## src/rtl/vision_bbox_overlay.sv

```systemverilog
// ---------------------------------------------------------------------------
// vision_bbox_overlay
//
// Purpose
//   Avalon-ST video filter with a single registered pipeline stage. It watches
//   video packets for "red" pixels and tracks their bounding box and count.
//   At the end of each video frame the box and count are latched to the
//   bbox_* / hit_count outputs. When mode=1 and a valid box is latched, the
//   rectangle outline of that box (from the previous frame) is painted into
//   the outgoing pixels in BOX_COLOR. Control packets pass through untouched.
//
// Ports
//   clk, reset_n          sole clock, asynchronous active-low reset
//   sink_*                Avalon-ST input (24-bit RGB {R,G,B}, sop/eop)
//   source_*              Avalon-ST output, one register stage behind sink
//   mode                  1 = draw box outline, 0 = pass-through
//   bbox_valid            latched box holds at least one hit
//   bbox_x/y_min/max      latched box edges (zero when no hits)
//   hit_count             hits in the last completed frame (saturating)
// ---------------------------------------------------------------------------
module vision_bbox_overlay #(
  parameter int unsigned  IMAGE_W   = 640,
  parameter int unsigned  IMAGE_H   = 480,
  parameter logic [7:0]   R_MIN     = 8'd180,
  parameter logic [7:0]   G_MAX     = 8'd90,
  parameter logic [7:0]   B_MAX     = 8'd90,
  parameter logic [23:0]  BOX_COLOR = 24'hFFFF00
) (
  input  logic        clk,
  input  logic        reset_n,
  input  logic [23:0] sink_data,
  input  logic        sink_valid,
  output logic        sink_ready,
  input  logic        sink_startofpacket,
  input  logic        sink_endofpacket,
  output logic [23:0] source_data,
  output logic        source_valid,
  input  logic        source_ready,
  output logic        source_startofpacket,
  output logic        source_endofpacket,
  input  logic        mode,
  output logic        bbox_valid,
  output logic [10:0] bbox_x_min,
  output logic [10:0] bbox_x_max,
  output logic [10:0] bbox_y_min,
  output logic [10:0] bbox_y_max,
  output logic [19:0] hit_count
);

  typedef enum logic [1:0] {
    IDLE  = 2'd0,
    CTRL  = 2'd1,
    VIDEO = 2'd2
  } state_t;

  localparam logic [10:0] X_LAST  = 11'(IMAGE_W - 1);
  localparam logic [11:0] Y_END   = 12'(IMAGE_H);
  localparam logic [19:0] HIT_SAT = 20'hFFFFF;

  state_t      state_q, state_d;

  // Output pipeline register
  logic [23:0] src_data_q, src_data_d;
  logic        src_valid_q, src_valid_d;
  logic        src_sop_q, src_sop_d;
  logic        src_eop_q, src_eop_d;

  // Pixel position inside the current video packet
  logic [10:0] x_q, x_d;
  logic [10:0] y_q, y_d;

  // Working statistics of the frame in progress
  logic [10:0] wx_min_q, wx_min_d;
  logic [10:0] wx_max_q, wx_max_d;
  logic [10:0] wy_min_q, wy_min_d;
  logic [10:0] wy_max_q, wy_max_d;
  logic [19:0] whits_q, whits_d;

  // Latched results of the last completed frame
  logic        bvalid_q, bvalid_d;
  logic [10:0] bx_min_q, bx_min_d;
  logic [10:0] bx_max_q, bx_max_d;
  logic [10:0] by_min_q, by_min_d;
  logic [10:0] by_max_q, by_max_d;
  logic [19:0] bhits_q, bhits_d;

  logic        accept;
  logic        header;
  logic        video_pix;
  logic        counted;
  logic        hit;
  logic        on_edge;
  logic        overlay;

  assign sink_ready = source_ready | ~src_valid_q;
  assign accept     = sink_valid & sink_ready;
  assign header     = accept & sink_startofpacket;
  assign video_pix  = accept & ~sink_startofpacket & (state_q == VIDEO);
  // Rows past the nominal frame height are forwarded but ignored.
  assign counted    = video_pix & ({1'b0, y_q} < Y_END);
  // Hit test always looks at the incoming pixel, never the painted one.
  assign hit        = counted
                    & (sink_data[23:16] >= R_MIN)
                    & (sink_data[15:8]  <= G_MAX)
                    & (sink_data[7:0]   <= B_MAX);
  assign on_edge    = (((x_q == bx_min_q) || (x_q == bx_max_q))
                        && (y_q >= by_min_q) && (y_q <= by_max_q))
                   || (((y_q == by_min_q) || (y_q == by_max_q))
                        && (x_q >= bx_min_q) && (x_q <= bx_max_q));
  assign overlay    = counted & mode & bvalid_q & on_edge;

  // -------------------------------------------------------------------------
  // FSM state register
  // -------------------------------------------------------------------------
  always_ff @(posedge clk or negedge reset_n) begin
    if (!reset_n) begin
      state_q <= IDLE;
    end else begin
      state_q <= state_d;
    end
  end

  // -------------------------------------------------------------------------
  // FSM next state. Any sop is decoded as a fresh header regardless of the
  // current state, which is also how an unfinished packet gets aborted.
  // A header that is also its own eop carries no payload, so go back to IDLE.
  // -------------------------------------------------------------------------
  always_comb begin
    state_d = state_q;
    if (header) begin
      if (sink_endofpacket) begin
        state_d = IDLE;
      end else if (sink_data[3:0] == 4'h0) begin
        state_d = VIDEO;
      end else begin
        state_d = CTRL;
      end
    end else if (accept && (state_q != IDLE) && sink_endofpacket) begin
      state_d = IDLE;
    end
  end

  // -------------------------------------------------------------------------
  // Output / datapath next values
  // -------------------------------------------------------------------------
  always_comb begin
    src_data_d  = src_data_q;
    src_valid_d = src_valid_q;
    src_sop_d   = src_sop_q;
    src_eop_d   = src_eop_q;
    x_d         = x_q;
    y_d         = y_q;
    wx_min_d    = wx_min_q;
    wx_max_d    = wx_max_q;
    wy_min_d    = wy_min_q;
    wy_max_d    = wy_max_q;
    whits_d     = whits_q;
    bvalid_d    = bvalid_q;
    bx_min_d    = bx_min_q;
    bx_max_d    = bx_max_q;
    by_min_d    = by_min_q;
    by_max_d    = by_max_q;
    bhits_d     = bhits_q;

    if (accept) begin
      src_valid_d = 1'b1;
      src_data_d  = overlay ? BOX_COLOR : sink_data;
      src_sop_d   = sink_startofpacket;
      src_eop_d   = sink_endofpacket;
    end else if (source_ready) begin
      src_valid_d = 1'b0;
    end

    // Clearing on every header is harmless for control packets: the next
    // video header clears again before anything is accumulated.
    if (header) begin
      x_d      = '0;
      y_d      = '0;
      wx_min_d = '1;
      wx_max_d = '0;
      wy_min_d = '1;
      wy_max_d = '0;
      whits_d  = '0;
    end else if (video_pix) begin
      if (x_q == X_LAST) begin
        x_d = '0;
        // Hold y at its maximum so an overlong packet cannot wrap back
        // into the counted region.
        if (y_q != 11'h7FF) begin
          y_d = y_q + 11'd1;
        end
      end else begin
        x_d = x_q + 11'd1;
      end

      if (hit) begin
        if (x_q < wx_min_q) wx_min_d = x_q;
        if (x_q > wx_max_q) wx_max_d = x_q;
        if (y_q < wy_min_q) wy_min_d = y_q;
        if (y_q > wy_max_q) wy_max_d = y_q;
        whits_d = (whits_q == HIT_SAT) ? whits_q : whits_q + 20'd1;
      end

      // The eop pixel itself contributes, so latch from the updated values.
      if (sink_endofpacket) begin
        bhits_d  = whits_d;
        bvalid_d = (whits_d != 20'd0);
        if (whits_d != 20'd0) begin
          bx_min_d = wx_min_d;
          bx_max_d = wx_max_d;
          by_min_d = wy_min_d;
          by_max_d = wy_max_d;
        end else begin
          bx_min_d = '0;
          bx_max_d = '0;
          by_min_d = '0;
          by_max_d = '0;
        end
      end
    end
  end

  // -------------------------------------------------------------------------
  // Datapath registers
  // -------------------------------------------------------------------------
  always_ff @(posedge clk or negedge reset_n) begin
    if (!reset_n) begin
      src_data_q  <= '0;
      src_valid_q <= 1'b0;
      src_sop_q   <= 1'b0;
      src_eop_q   <= 1'b0;
      x_q         <= '0;
      y_q         <= '0;
      wx_min_q    <= '0;
      wx_max_q    <= '0;
      wy_min_q    <= '0;
      wy_max_q    <= '0;
      whits_q     <= '0;
      bvalid_q    <= 1'b0;
      bx_min_q    <= '0;
      bx_max_q    <= '0;
      by_min_q    <= '0;
      by_max_q    <= '0;
      bhits_q     <= '0;
    end else begin
      src_data_q  <= src_data_d;
      src_valid_q <= src_valid_d;
      src_sop_q   <= src_sop_d;
      src_eop_q   <= src_eop_d;
      x_q         <= x_d;
      y_q         <= y_d;
      wx_min_q    <= wx_min_d;
      wx_max_q    <= wx_max_d;
      wy_min_q    <= wy_min_d;
      wy_max_q    <= wy_max_d;
      whits_q     <= whits_d;
      bvalid_q    <= bvalid_d;
      bx_min_q    <= bx_min_d;
      bx_max_q    <= bx_max_d;
      by_min_q    <= by_min_d;
      by_max_q    <= by_max_d;
      bhits_q     <= bhits_d;
    end
  end

  assign source_data          = src_data_q;
  assign source_valid         = src_valid_q;
  assign source_startofpacket = src_sop_q;
  assign source_endofpacket   = src_eop_q;
  assign bbox_valid           = bvalid_q;
  assign bbox_x_min           = bx_min_q;
  assign bbox_x_max           = bx_max_q;
  assign bbox_y_min           = by_min_q;
  assign bbox_y_max           = by_max_q;
  assign hit_count            = bhits_q;

endmodule
```

## config.mk

```make
export PLATFORM = sky130hd
export DESIGN_NAME = vision_bbox_overlay
export DESIGN_NICKNAME = d
export VERILOG_FILES = /design/src/rtl/vision_bbox_overlay.sv
export SDC_FILE = /design/constraint.sdc
export NUM_CORES = 1
export LEC_CHECK = 0
export ABC_AREA = 1
export CAP_MARGIN = 20
export CORE_ASPECT_RATIO = 0.9
export CORE_UTILIZATION = 58
export DETAILED_ROUTE_END_ITERATION = 6
export PLACE_DENSITY = 0.88
export SYNTH_ARGS = -nofsm -noshare
export SYNTH_HDL_FRONTEND = slang
export SYNTH_SLANG_ARGS = --single-unit
```

## constraint.sdc

```tcl
create_clock -name clk -period 2.7 [get_ports clk]
set_clock_uncertainty 0.15 [all_clocks]
set_input_delay 0.54 -clock clk [delete_from_list [all_inputs] [get_ports clk]]
set_output_delay 0.54 -clock clk [all_outputs]
set_load 0.02 [all_outputs]
```

==> summary.txt <==
Status
  – Status: finished with violations
  – Failing checks: setup timing

Worst setup path
  – Buf+Inv Stages, Crit Path: 2
  – R2R setup slack: -0.02 ns
  – Max incr delay on CP: 0.52 ns
  – Crit-path most repeated cell: nand2_1
  – CP Class: reg2reg
  – Top cell family by delay on the critical path: simple AND/OR/NAND/NOR gates
  – R2R Path Start: x_q[8]$_DFFE_PN0P_
  – CP startpoint kind: flip-flop
  – Worst-path maximum fanout: 10
  – Crit end category: flip-flop
  – CP arrival: 2.95 ns
  – Slowest-stage cell, CP: dfrtp_1
  – Reg2Reg Capture Point: bbox_x_min[7]$_DFFE_PN0P_
  – CP cell instances: ha_1 > nand2_1 > nor3_1 > nand4_1 > nand3_1 > buf_4 > nand2_1 > o21ai_0 > nand2_1 > o21ai_0 > buf_4 > nand3_2 > nand2_1
  – R2R depth: 13
  – Required time of the worst setup path: 2.93 ns

Clock tree
  – Clock Tree Root: clkbuf_16
  – Skew-Pair Late Insertion Delay: 0.45 ns
  – H-tree levels: 4
  – Clk slew on worst S/H paths: 0.07 ns
  – Maximum clock path buffer count: 2
  – CTS tree: yes
  – Cts bufs inserted: 17
  – Clk sinks: 180

Global routing
  – Initial antenna violation count: 1
  – Largest net degree at the start of global routing: 70
  – Total Routing Usage GR: 33.92%
  – Vias in the first global route: around 11000
  – GRT overflow: 0
  – First-pass GRT wire length: 52960 um

Yosys
  – Mapped Cells: 1474
  – Asr flop ratio synth: 100.0%
  – Post-synth top flop: dfrtp_1
  – Seq/Total Area, Yosys: 40.27%
  – Yosys top cell by area: dfrtp_1
  – Synth top area share: between 40% and 50%
  – Most frequent cell after synthesis: nand2_1
  – Synth Net Count: 1594
  – Mean Syn Cell Area: 7.589 um2
  – Post-synth top cells: nand2_1, inv_1, dfrtp_1
  – EDFF count, synth: 0
  – Unique cell type count in the Yosys netlist: 43
  – Synthesized cell area: ~0.011 mm2
  – Synth Warn #: 0
  – Post-synthesis register bit count: 180
  – Area contributors post-synth: dfrtp_1, nand2_1, ha_1, inv_1, nor2_1

Routing
  – Detailed-route via count: 11590
  – First DRT Iteration DRCs: 1451
  – Remaining DRCs: 0
  – Routed wire per std cell: roughly 18 um
  – Drt first pass iters: 7
  – DRT antenna net count: 0
  – Final wirelength: between 30000 and 40000 um
  – DR vias/cell: 5.903

STA
  – Worst slew pin tran: 0.7786 ns
  – Crit share post-route: 100.9%
  – Sum Neg Setup Slack: -0.02397 ns
  – Final hold vios: 0
  – Final setup viols: 1
  – Max Freq: 367.1 MHz
  – Rel. slew slack: 48.09%
  – Unrepaired setup endpoints after global routing: yes
  – Setup WS post-layout: -0.02397 ns
  – Pins Over Slew Limit: 0
  – Final Critical Period: 2.724 ns

Min path
  – Hold Crit Depth: 3
  – Worst Hold Class: in2reg
  – HP Start: sink_data[19]
  – Worst Hold Path EP: source_data[19]$_DFFE_PN0N_

Placed design
  – Dpl ws: -0.5034 ns
  – Routability cong.: just over 0.9
  – Final HPWL from detailed placement: around 23000 um
  – # port buffers: 123

Layout
  – Area delta synth->final: 30.91%
  – Area of the multi-input gates: 0.005926 mm2
  – Sequential standard cell area: ~0.0045 mm2
  – Filler cells: 1149
  – Final layout net count: between 1500 and 2000
  – Layout cell share with drive strength beyond 1: 18.12%

Floorplan
  – Core area: between 0.015 and 0.02 mm2
  – Die Y: between 100 and 150 um
  – Cell row count: 47
  – Die Wd: around 150 um
  – Die ar.: 0.01985 mm2
  – IO Pins: 124
  – Initial Utilization: 60.00%

Power
  – Power Total: around 0.0073 W
  – Maximum VDD drop: about 0.00045 V
  – Power Density: roughly 500 mW/mm2
  – Lkg Pwr: approximately 7.4 nW

Job
  – Max_cap viols: 0
-- per-stage QoR --
stage	cells	cell area [um2]	hold slack (ns)	util [%]
after floorplan	1474	11190	0.09441	-
after global placement	1915	13520	0.3094	72.53
after detailed placement	1915	13520	0.3151	72.53
after CTS	1948	14140	0.3361	75.84
after global routing	1962	14640	0.3164	78.54
final	1963	14640	0.2935	78.55
-- flip-flops by register name, indices dropped and copies added (netlist names), 2 cells and up --
register / count
state_q: 2
x_q: 11
y_q: 11
wy_max_q: 11
hit_count: 20
bbox_y_max: 11
wy_min_q: 11
bbox_x_min: 11
wx_min_q: 11
source_data: 24
wx_max_q: 11
whits_q: 20
bbox_x_max: 11
bbox_y_min: 11
-- cell type report --
class | instances | share of cell area (%)
timing repair buffer | 255 | 17.29
sequential | 180 | 30.78
clock inverter | 7 | 0.5041
antenna | 2 | 0.03418
multi-input combinational | 1039 | 40.47
tap | 245 | 2.093
inverter | 212 | 5.503
clock buffer | 23 | 3.332
-- how the worst max path moves through the flow --
stage | to | cells after the start | start | slack [ns]
global route | bbox_x_min[7]$_DFFE_PN0P_ | 12 | x_q[10]$_DFFE_PN0P_ | -0.12
CTS | bbox_x_min[5]$_DFFE_PN0P_ | 18 | sink_data[15] | -0.0008
detailed placement | bbox_y_min[3]$_DFFE_PN0P_ | 18 | sink_data[15] | -0.50
floorplan | bbox_x_max[10]$_DFFE_PN0P_ | 17 | source_ready | 0.22
global placement | bbox_x_max[5]$_DFFE_PN0P_ | 18 | sink_data[15] | -0.38
finish | bbox_x_min[7]$_DFFE_PN0P_ | 13 | x_q[8]$_DFFE_PN0P_ | -0.02
-- cells by family (layout without fill, tap and decap cells) --
| logic type | Yosys count | count (layout) | share of synthesized area (%) |
|---|---|---|---|
| compound gates | 195 | 195 | 9.776 |
| xor+xnor | 6 | 6 | 0.4698 |
| fa+ha+maj | 89 | 89 | 9.955 |
| buf+inv | 257 | 497 | 9.172 |
| flops | 180 | 180 | 40.27 |
| other cells | 0 | 2 | 0 |
| simple gates | 747 | 749 | 30.36 |
-- layout by cell type (no fill, tap or decap), drive strengths merged, types with 70 or more instances in the layout --
cell / n
nand2: 383
inv: 213
dfrtp: 180
nor2: 165
buf: 127
nand3: 112
clkdlybuf4s50: 101
ha: 89
a21oi: 84
o21ai: 70
-- report_power, final --
group | internal [W] | switching (W)
registers | 0.00285 | 0.000195
logic | 0.000713 | 0.00107
clock network | 0.00136 | 0.00110
-- worst reg2reg max path: cells and delay by family (launching register included) --
kind,cells,cell delay [ns]
AND/OR/NAND/NOR,8,0.98
flip-flops,1,0.52
adder cells (fa/ha/maj),1,0.40
buffers and inverters,2,0.35
AO/OA/AOI/OAI,2,0.26
-- what timing repair did --
| action | 4_1_cts | 5_1_grt |
|---|---|---|
| setup buffers | 0 | 7 |
| hold endpoints to repair | 50 | 0 |
| gates resized for setup | 7 | 97 |
| pin swaps | 2 | 32 |
| cloned | 2 | 6 |
| endpoints found under the setup margin | 45 | 93 |
| hold buffers | 1 | 0 |
-- routing by layer --
metal / global-route usage [%] / up-vias / part of all wire [%]
li1: - / 5203 / -
met1: 42.83 / 5494 / 39
met2: 57.69 / 701 / 48
met3: 6.301 / 190 / 8.2
met4: 12.83 / 0 / 4.7
met5: 0 / - / 0
(Power assumes the default switching activity.)
